==> config.mk <==
export PLATFORM = sky130hd
export DESIGN_NAME = div
export DESIGN_NICKNAME = d
export VERILOG_FILES = /design/src/rtl/fixed_pkg.sv /design/src/rtl/div_step.sv /design/src/rtl/div.sv
export SDC_FILE = /design/constraint.sdc
export NUM_CORES = 1
export LEC_CHECK = 0
export CORE_ASPECT_RATIO = 1.2
export CORE_UTILIZATION = 40
export DETAILED_ROUTE_END_ITERATION = 12
export PLACE_DENSITY_LB_ADDON = 0.25
export SLEW_MARGIN = 20
export SYNTH_ARGS = -nofsm -noshare
export SYNTH_HDL_FRONTEND = slang
export SYNTH_SLANG_ARGS = --single-unit
export TNS_END_PERCENT = 1
==> constraint.sdc <==
create_clock -name clk -period 3.65 [get_ports clk]
set_input_delay 0.73 -clock clk [delete_from_list [all_inputs] [get_ports clk]]
set_output_delay 0.73 -clock clk [all_outputs]
set_load 0.005 [all_outputs]
==> src/rtl/fixed_pkg.sv <==
// fixed_pkg: shared definitions for the unsigned fixed-point arithmetic blocks.
//   DEFAULT_TOTAL_BITS      default word width of a U(WHOLE,FRACTIONAL) operand
//   DEFAULT_FRACTIONAL_BITS default number of fractional bits
//   div_state_t             state encoding of the sequential divider FSM
//   fixed_t                 default U(8,8) word
package fixed_pkg;

  localparam int DEFAULT_TOTAL_BITS      = 16;
  localparam int DEFAULT_FRACTIONAL_BITS = 8;

  typedef enum logic [1:0] {
    IDLE,
    RUN,
    DONE
  } div_state_t;

  typedef logic [DEFAULT_TOTAL_BITS-1:0] fixed_t;

endpackage

==> src/rtl/div_step.sv <==
// div_step: one combinational restoring-division step.
//   rem_in   current partial remainder (TOTAL_BITS+1 bits)
//   bit_in   next dividend bit shifted into the remainder
//   divisor  divisor (TOTAL_BITS bits)
//   rem_out  partial remainder after the trial subtraction
//   q_bit    quotient bit produced by this step
module div_step #(
  parameter int TOTAL_BITS = 16
) (
  input  logic [TOTAL_BITS:0]   rem_in,
  input  logic                  bit_in,
  input  logic [TOTAL_BITS-1:0] divisor,
  output logic [TOTAL_BITS:0]   rem_out,
  output logic                  q_bit
);

  logic [TOTAL_BITS+1:0] trial;
  logic [TOTAL_BITS:0]   diff;

  // Shift the next dividend bit into the remainder and try the subtraction.
  // The trial is kept one bit wider than the remainder so nothing is lost
  // even if the remainder MSB were ever set.
  always_comb begin
    trial = {rem_in, bit_in};
    diff  = trial[TOTAL_BITS:0] - {1'b0, divisor};
    if (trial >= {2'b00, divisor}) begin
      q_bit   = 1'b1;
      rem_out = diff;
    end else begin
      q_bit   = 1'b0;
      rem_out = trial[TOTAL_BITS:0];
    end
  end

endmodule

==> src/rtl/div.sv <==
// div: sequential unsigned fixed-point divider,
//   quotient = (dividend << FRACTIONAL_BITS) / divisor, same U format as inputs.
// Restoring algorithm, one quotient bit per clock, valid/ready on both sides.
// Optional build macro: DIV_ROUND_EN (round to nearest, halves up); when it
// is undefined the quotient truncates toward zero.
// Ports:
//   clk, reset               rising-edge clock, async active-high reset
//   in_valid / in_ready      operand handshake
//   dividend, divisor        U operands
//   out_valid / out_ready    result handshake
//   quotient                 U result (saturates to all ones)
//   overflow                 quotient did not fit and was saturated
//   div_by_zero              divisor was zero
module div
  import fixed_pkg::*;
#(
  parameter int TOTAL_BITS      = DEFAULT_TOTAL_BITS,
  parameter int FRACTIONAL_BITS = DEFAULT_FRACTIONAL_BITS
) (
  input  logic                  clk,
  input  logic                  reset,
  input  logic                  in_valid,
  output logic                  in_ready,
  input  logic [TOTAL_BITS-1:0] dividend,
  input  logic [TOTAL_BITS-1:0] divisor,
  output logic                  out_valid,
  input  logic                  out_ready,
  output logic [TOTAL_BITS-1:0] quotient,
  output logic                  overflow,
  output logic                  div_by_zero
);

  localparam int DIV_BITS = TOTAL_BITS + FRACTIONAL_BITS;
  localparam int CNT_W    = $clog2(DIV_BITS);

  div_state_t            state_q, state_d;
  logic [DIV_BITS-1:0]   dvd_q;
  logic [TOTAL_BITS-1:0] dsr_q;
  logic [TOTAL_BITS:0]   rem_q;
  logic [DIV_BITS-1:0]   q_q;
  logic [CNT_W-1:0]      cnt_q;

  logic [TOTAL_BITS:0]   rem_nxt;
  logic                  q_bit;
  logic [DIV_BITS:0]     q_wide;
  logic                  last_step;
  logic [TOTAL_BITS-1:0] res_quot;
  logic                  res_ovf;
`ifdef DIV_ROUND_EN
  logic                  round_up;
`endif

  div_step #(.TOTAL_BITS(TOTAL_BITS)) u_step (
    .rem_in  (rem_q),
    .bit_in  (dvd_q[DIV_BITS-1]),
    .divisor (dsr_q),
    .rem_out (rem_nxt),
    .q_bit   (q_bit)
  );

  // q_wide carries one spare top bit; it is always zero after DIV_BITS
  // shifts from a cleared register, so including it in the overflow test
  // is harmless and keeps every bit of the quotient register in use.
  assign q_wide    = {q_q, q_bit};
  assign last_step = (cnt_q == '0);

  // Final result as it will be registered on the last RUN step: saturate
  // when the integer part overflows the output word, optionally round.
  always_comb begin
    res_quot = q_wide[TOTAL_BITS-1:0];
    res_ovf  = |q_wide[DIV_BITS:TOTAL_BITS];
`ifdef DIV_ROUND_EN
    round_up = ({rem_nxt, 1'b0} >= {2'b00, dsr_q});
    if (!res_ovf && round_up) begin
      if (&res_quot) begin
        res_ovf = 1'b1;
      end else begin
        res_quot = res_quot + 1'b1;
      end
    end
`endif
    if (res_ovf) begin
      res_quot = '1;
    end
  end

  // FSM state register.
  always_ff @(posedge clk or posedge reset) begin
    if (reset) begin
      state_q <= IDLE;
    end else begin
      state_q <= state_d;
    end
  end

  // Next-state and handshake outputs. A zero divisor skips RUN entirely.
  always_comb begin
    state_d   = state_q;
    in_ready  = 1'b0;
    out_valid = 1'b0;
    case (state_q)
      IDLE: begin
        in_ready = 1'b1;
        if (in_valid) begin
          state_d = (divisor == '0) ? DONE : RUN;
        end
      end
      RUN: begin
        if (last_step) begin
          state_d = DONE;
        end
      end
      DONE: begin
        out_valid = 1'b1;
        if (out_ready) begin
          state_d = IDLE;
        end
      end
      default: state_d = IDLE;
    endcase
  end

  // Datapath: operand capture on accept, one restoring step per RUN cycle,
  // result and flags registered on the last step and held through DONE.
  always_ff @(posedge clk or posedge reset) begin
    if (reset) begin
      dvd_q       <= '0;
      dsr_q       <= '0;
      rem_q       <= '0;
      q_q         <= '0;
      cnt_q       <= '0;
      quotient    <= '0;
      overflow    <= 1'b0;
      div_by_zero <= 1'b0;
    end else begin
      case (state_q)
        IDLE: begin
          if (in_valid) begin
            dsr_q <= divisor;
            dvd_q <= {dividend, {FRACTIONAL_BITS{1'b0}}};
            rem_q <= '0;
            q_q   <= '0;
            cnt_q <= CNT_W'(DIV_BITS - 1);
            if (divisor == '0) begin
              quotient    <= '1;
              overflow    <= 1'b0;
              div_by_zero <= 1'b1;
            end
          end
        end
        RUN: begin
          rem_q <= rem_nxt;
          q_q   <= q_wide[DIV_BITS-1:0];
          dvd_q <= {dvd_q[DIV_BITS-2:0], 1'b0};
          cnt_q <= cnt_q - CNT_W'(1);
          if (last_step) begin
            quotient    <= res_quot;
            overflow    <= res_ovf;
            div_by_zero <= 1'b0;
          end
        end
        default: begin
        end
      endcase
    end
  end

endmodule

==> impl_results.md <==
- R2r setup slk: 1.11 ns
- Hold bufs inserted after CTS: 0
- Vias per inst: about 5.2
- Worst Path Arrival: around 2.8 ns
- Port Buf Inserts: 55
- Status: complete, no violations
- Iter 0 DRT Violations: 192
- H-tree depth reported by CTS: 3
- Seq cells post-synth: 98
- GRT Util Overall: 19.05%
- Vias in the first global route: 3993
- Via count: 3932
- P_leak: 0.002556 µW
- Fin crit share: 69.69%
- DIE AREA: 0.01274 mm²
- Least-Margin Pin Slew: 1.076 ns
- Die Ht: 123.4 µm
- CTS tree: done
- Resize count post-CTS: 0
- RSZ-0062 raised after global routing: no
- Ys async rst share: 100.0%
- Initial Util: 40.76%
- Maxcap violations: 0
- Crit. End Element: flip-flop
- Netlist Area Pre-Place: 0.004915 mm²
- Peak VDD IR: around 700 µV
- TritonRoute pass-1 iters: 5
- Root Buffer: clkbuf_16
- Largest net degree at the start of global routing: 73
- Diode count: 0
- Skew-Pair Late Insertion Delay: between 0.3 and 0.4 ns
- Hold_ws: between 0.4 and 0.5 ns
- Synth warn: 0
- Seq/Total Area, Yosys: 49.90%
- Final HPWL DP: 7.560 mm
- GPL Wtd Cong: slightly below 0.9
- Grt ovf: 0
- Worst setup path class: reg2reg
- Count of final max-slew check failures: 0
- Fraction of layout cells with a size suffix above 1: 5.584%
- TNS Setup: 0 ns
- Total Routed Length: 11.08 mm
- Num ports: between 50 and 60
- Wirelength per Cell: 14.74 µm
- Post-Syn Instances: ~550
- Final hold vios: 0
- Final #Nets: 641
- Num rows: 44
- Reg2Reg Capture Point: rem_q[12]
- Antenna-violating nets left: 0
- Slew margin rel.: about 28%
- Layout area overhead: 20.11%
- Clock Skew: 0.004904 ns
- FILL cells: 1135
- Largest buffer count on any clock path: 2
- EDFF count, synth: 0
- Tmin final: 2.544 ns
- Critical path origin: dvd_q[23]
- TritonCTS Buffers: 9
- Chip width: 103.2 µm
- Most used DFF post-synth: dfrtp_1
- DRC: 0
- Clock-pin slew on the worst setup and hold paths: 0.06 ns
- Synthesized area per cell: 9.018 µm²
- CP required: about 3.9 ns
- HP Class: reg2reg
- Initial antenna violation count: 0
- Worst r2r path cells: 10
- Pwr Density: 951.5 mW/mm²
- Post-CTS Setup Bufs: 0
- Final setup violation count: 0
- FMAX: between 300 and 400 MHz
- First-pass GRT wire length: about 19 mm
- Synth cell types: 46
- Core ar.: 0.01206 mm²
- CP Capture Point: rem_q[12]
- Launching point of the worst reg2reg path: dvd_q[23]
- Startpoint Class: flip-flop
- Clk sinks: 98
- CP max FO: 3
- Syn_nets: 600
[synthesized netlist by cell type, types with 3 or more instances]
cell	instances	area share, %
a21boi_0	3	0.46
a21o_1	5	0.76
a21oi_1	36	3.7
a22oi_1	10	1.5
a31oi_1	9	1.1
a32oi_1	6	1.1
and3_1	5	0.64
buf_1	6	0.46
buf_2	7	0.71
clkbuf_1	18	1.4
dfrtp_1	98	50
ha_1	18	4.6
inv_1	27	2.1
mux2i_1	4	0.81
nand2_1	126	9.6
nand2b_1	4	0.51
nand3_1	10	1.0
nand4_1	3	0.38
nor2_1	22	1.7
nor2b_1	4	0.51
nor3_1	6	0.61
nor4_1	6	0.76
o211ai_1	3	0.46
o21a_1	3	0.46
o21ai_0	57	5.8
o22a_1	16	2.9
xnor2_1	6	1.1
xor2_1	7	1.2
[flip-flops by register name, summed over array words and instances (netlist names)]
name / count
dsr_q: 16
quotient: 16
dvd_q: 16
state_q: 2
cnt_q: 5
overflow: 1
rem_q: 17
q_q: 24
div_by_zero: 1
[through the flow]
step / setup WS (ns) / power, µW / std cells / instance area, µm² / utilization, %
finish: 1.106 / 5617 / 752 / 5903 / 48.96
global route: 0.9253 / 6140 / 752 / 5903 / 48.96
CTS: 1.147 / 5643 / 752 / 5903 / 48.96
detailed placement: 0.9434 / 4685 / 736 / 5615 / 46.58
global placement: 1.055 / 4611 / 736 / 5615 / 46.58
floorplan: 0.3579 / 3980 / 545 / 4915 / -
[kinds of logic (layout without fill, tap and decap cells)]
kind of cell	after synthesis	after routing	synth area share, %
multiplexers	4	4	0.8147
flip-flops	98	98	49.90
buffers and inverters	58	104	4.608
XOR/XNOR	13	13	2.317
AO/OA/AOI/OAI	157	157	19.91
adder cells (fa/ha/maj)	19	19	4.990
AND/OR/NAND/NOR	196	196	17.46
[area by class of cell]
cell class / instances / area (µm²) / area share, %
Clock buffer: 11 / 232.7 / 3.942
Clock inverter: 5 / 55.05 / 0.9326
Inverter: 27 / 103.9 / 1.759
Multi-Input combinational cell: 389 / 2250 / 38.11
Sequential cell: 98 / 2452 / 41.54
Tap cell: 161 / 201.4 / 3.412
Timing Repair Buffer: 61 / 608.1 / 10.30
[routing by layer]
layer	up-vias	global-route usage, %	share of wire, %
met5	-	0	0
met4	0	5.986	1.5
met3	12	2.940	2.9
met2	66	32.50	48
met1	1880	24.71	48
li1	1974	-	-
[cells in the final DEF, fill, tap and decap left out, drive strengths merged, types with 5 or more instances in the layout]
master	synthesis	routed
nor3	7	7
xor2	7	7
and3	5	5
nand2	128	128
clkbuf	18	11
xnor2	6	6
inv	27	27
a22oi	10	10
a21oi	37	37
a31oi	9	9
nand3	10	10
clkdlybuf4s50	0	55
a32oi	6	6
buf	13	6
nor4	6	6
o22a	16	16
a21o	5	5
ha	18	18
nor2	22	22
o21ai	57	57
dfrtp	98	98
[worst max-delay path, stage by stage, from the launching register on]
cell	delay (ns)
dfrtp_1	0.37
inv_1	0.05
ha_1	0.20
fa_1	0.41
nand2b_1	0.18
a21oi_1	0.17
o21ai_0	0.15
o21ai_0	0.46
a31oi_1	0.20
mux2i_1	0.17
nand2_1	0.06
[power breakdown]
part / internal [µW] / switching (µW) / total [µW]
sequential: 1490 / 257 / 1740
combinational: 1150 / 1790 / 2940
clock: 529 / 400 / 929
total: 3170 / 2450 / 5620
[worst min-delay path by stage]
stage	start	to	slack, ns	cells after the start
floorplan	dvd_q[22]	dvd_q[22]	0.45	2
global placement	dvd_q[17]	dvd_q[17]	0.46	2
detailed placement	dvd_q[18]	dvd_q[18]	0.47	2
CTS	dvd_q[18]	dvd_q[18]	0.48	2
global route	dvd_q[19]	dvd_q[19]	0.52	2
finish	dvd_q[18]	dvd_q[18]	0.47	2
Note: power is estimated with default switching activity, not from simulation.
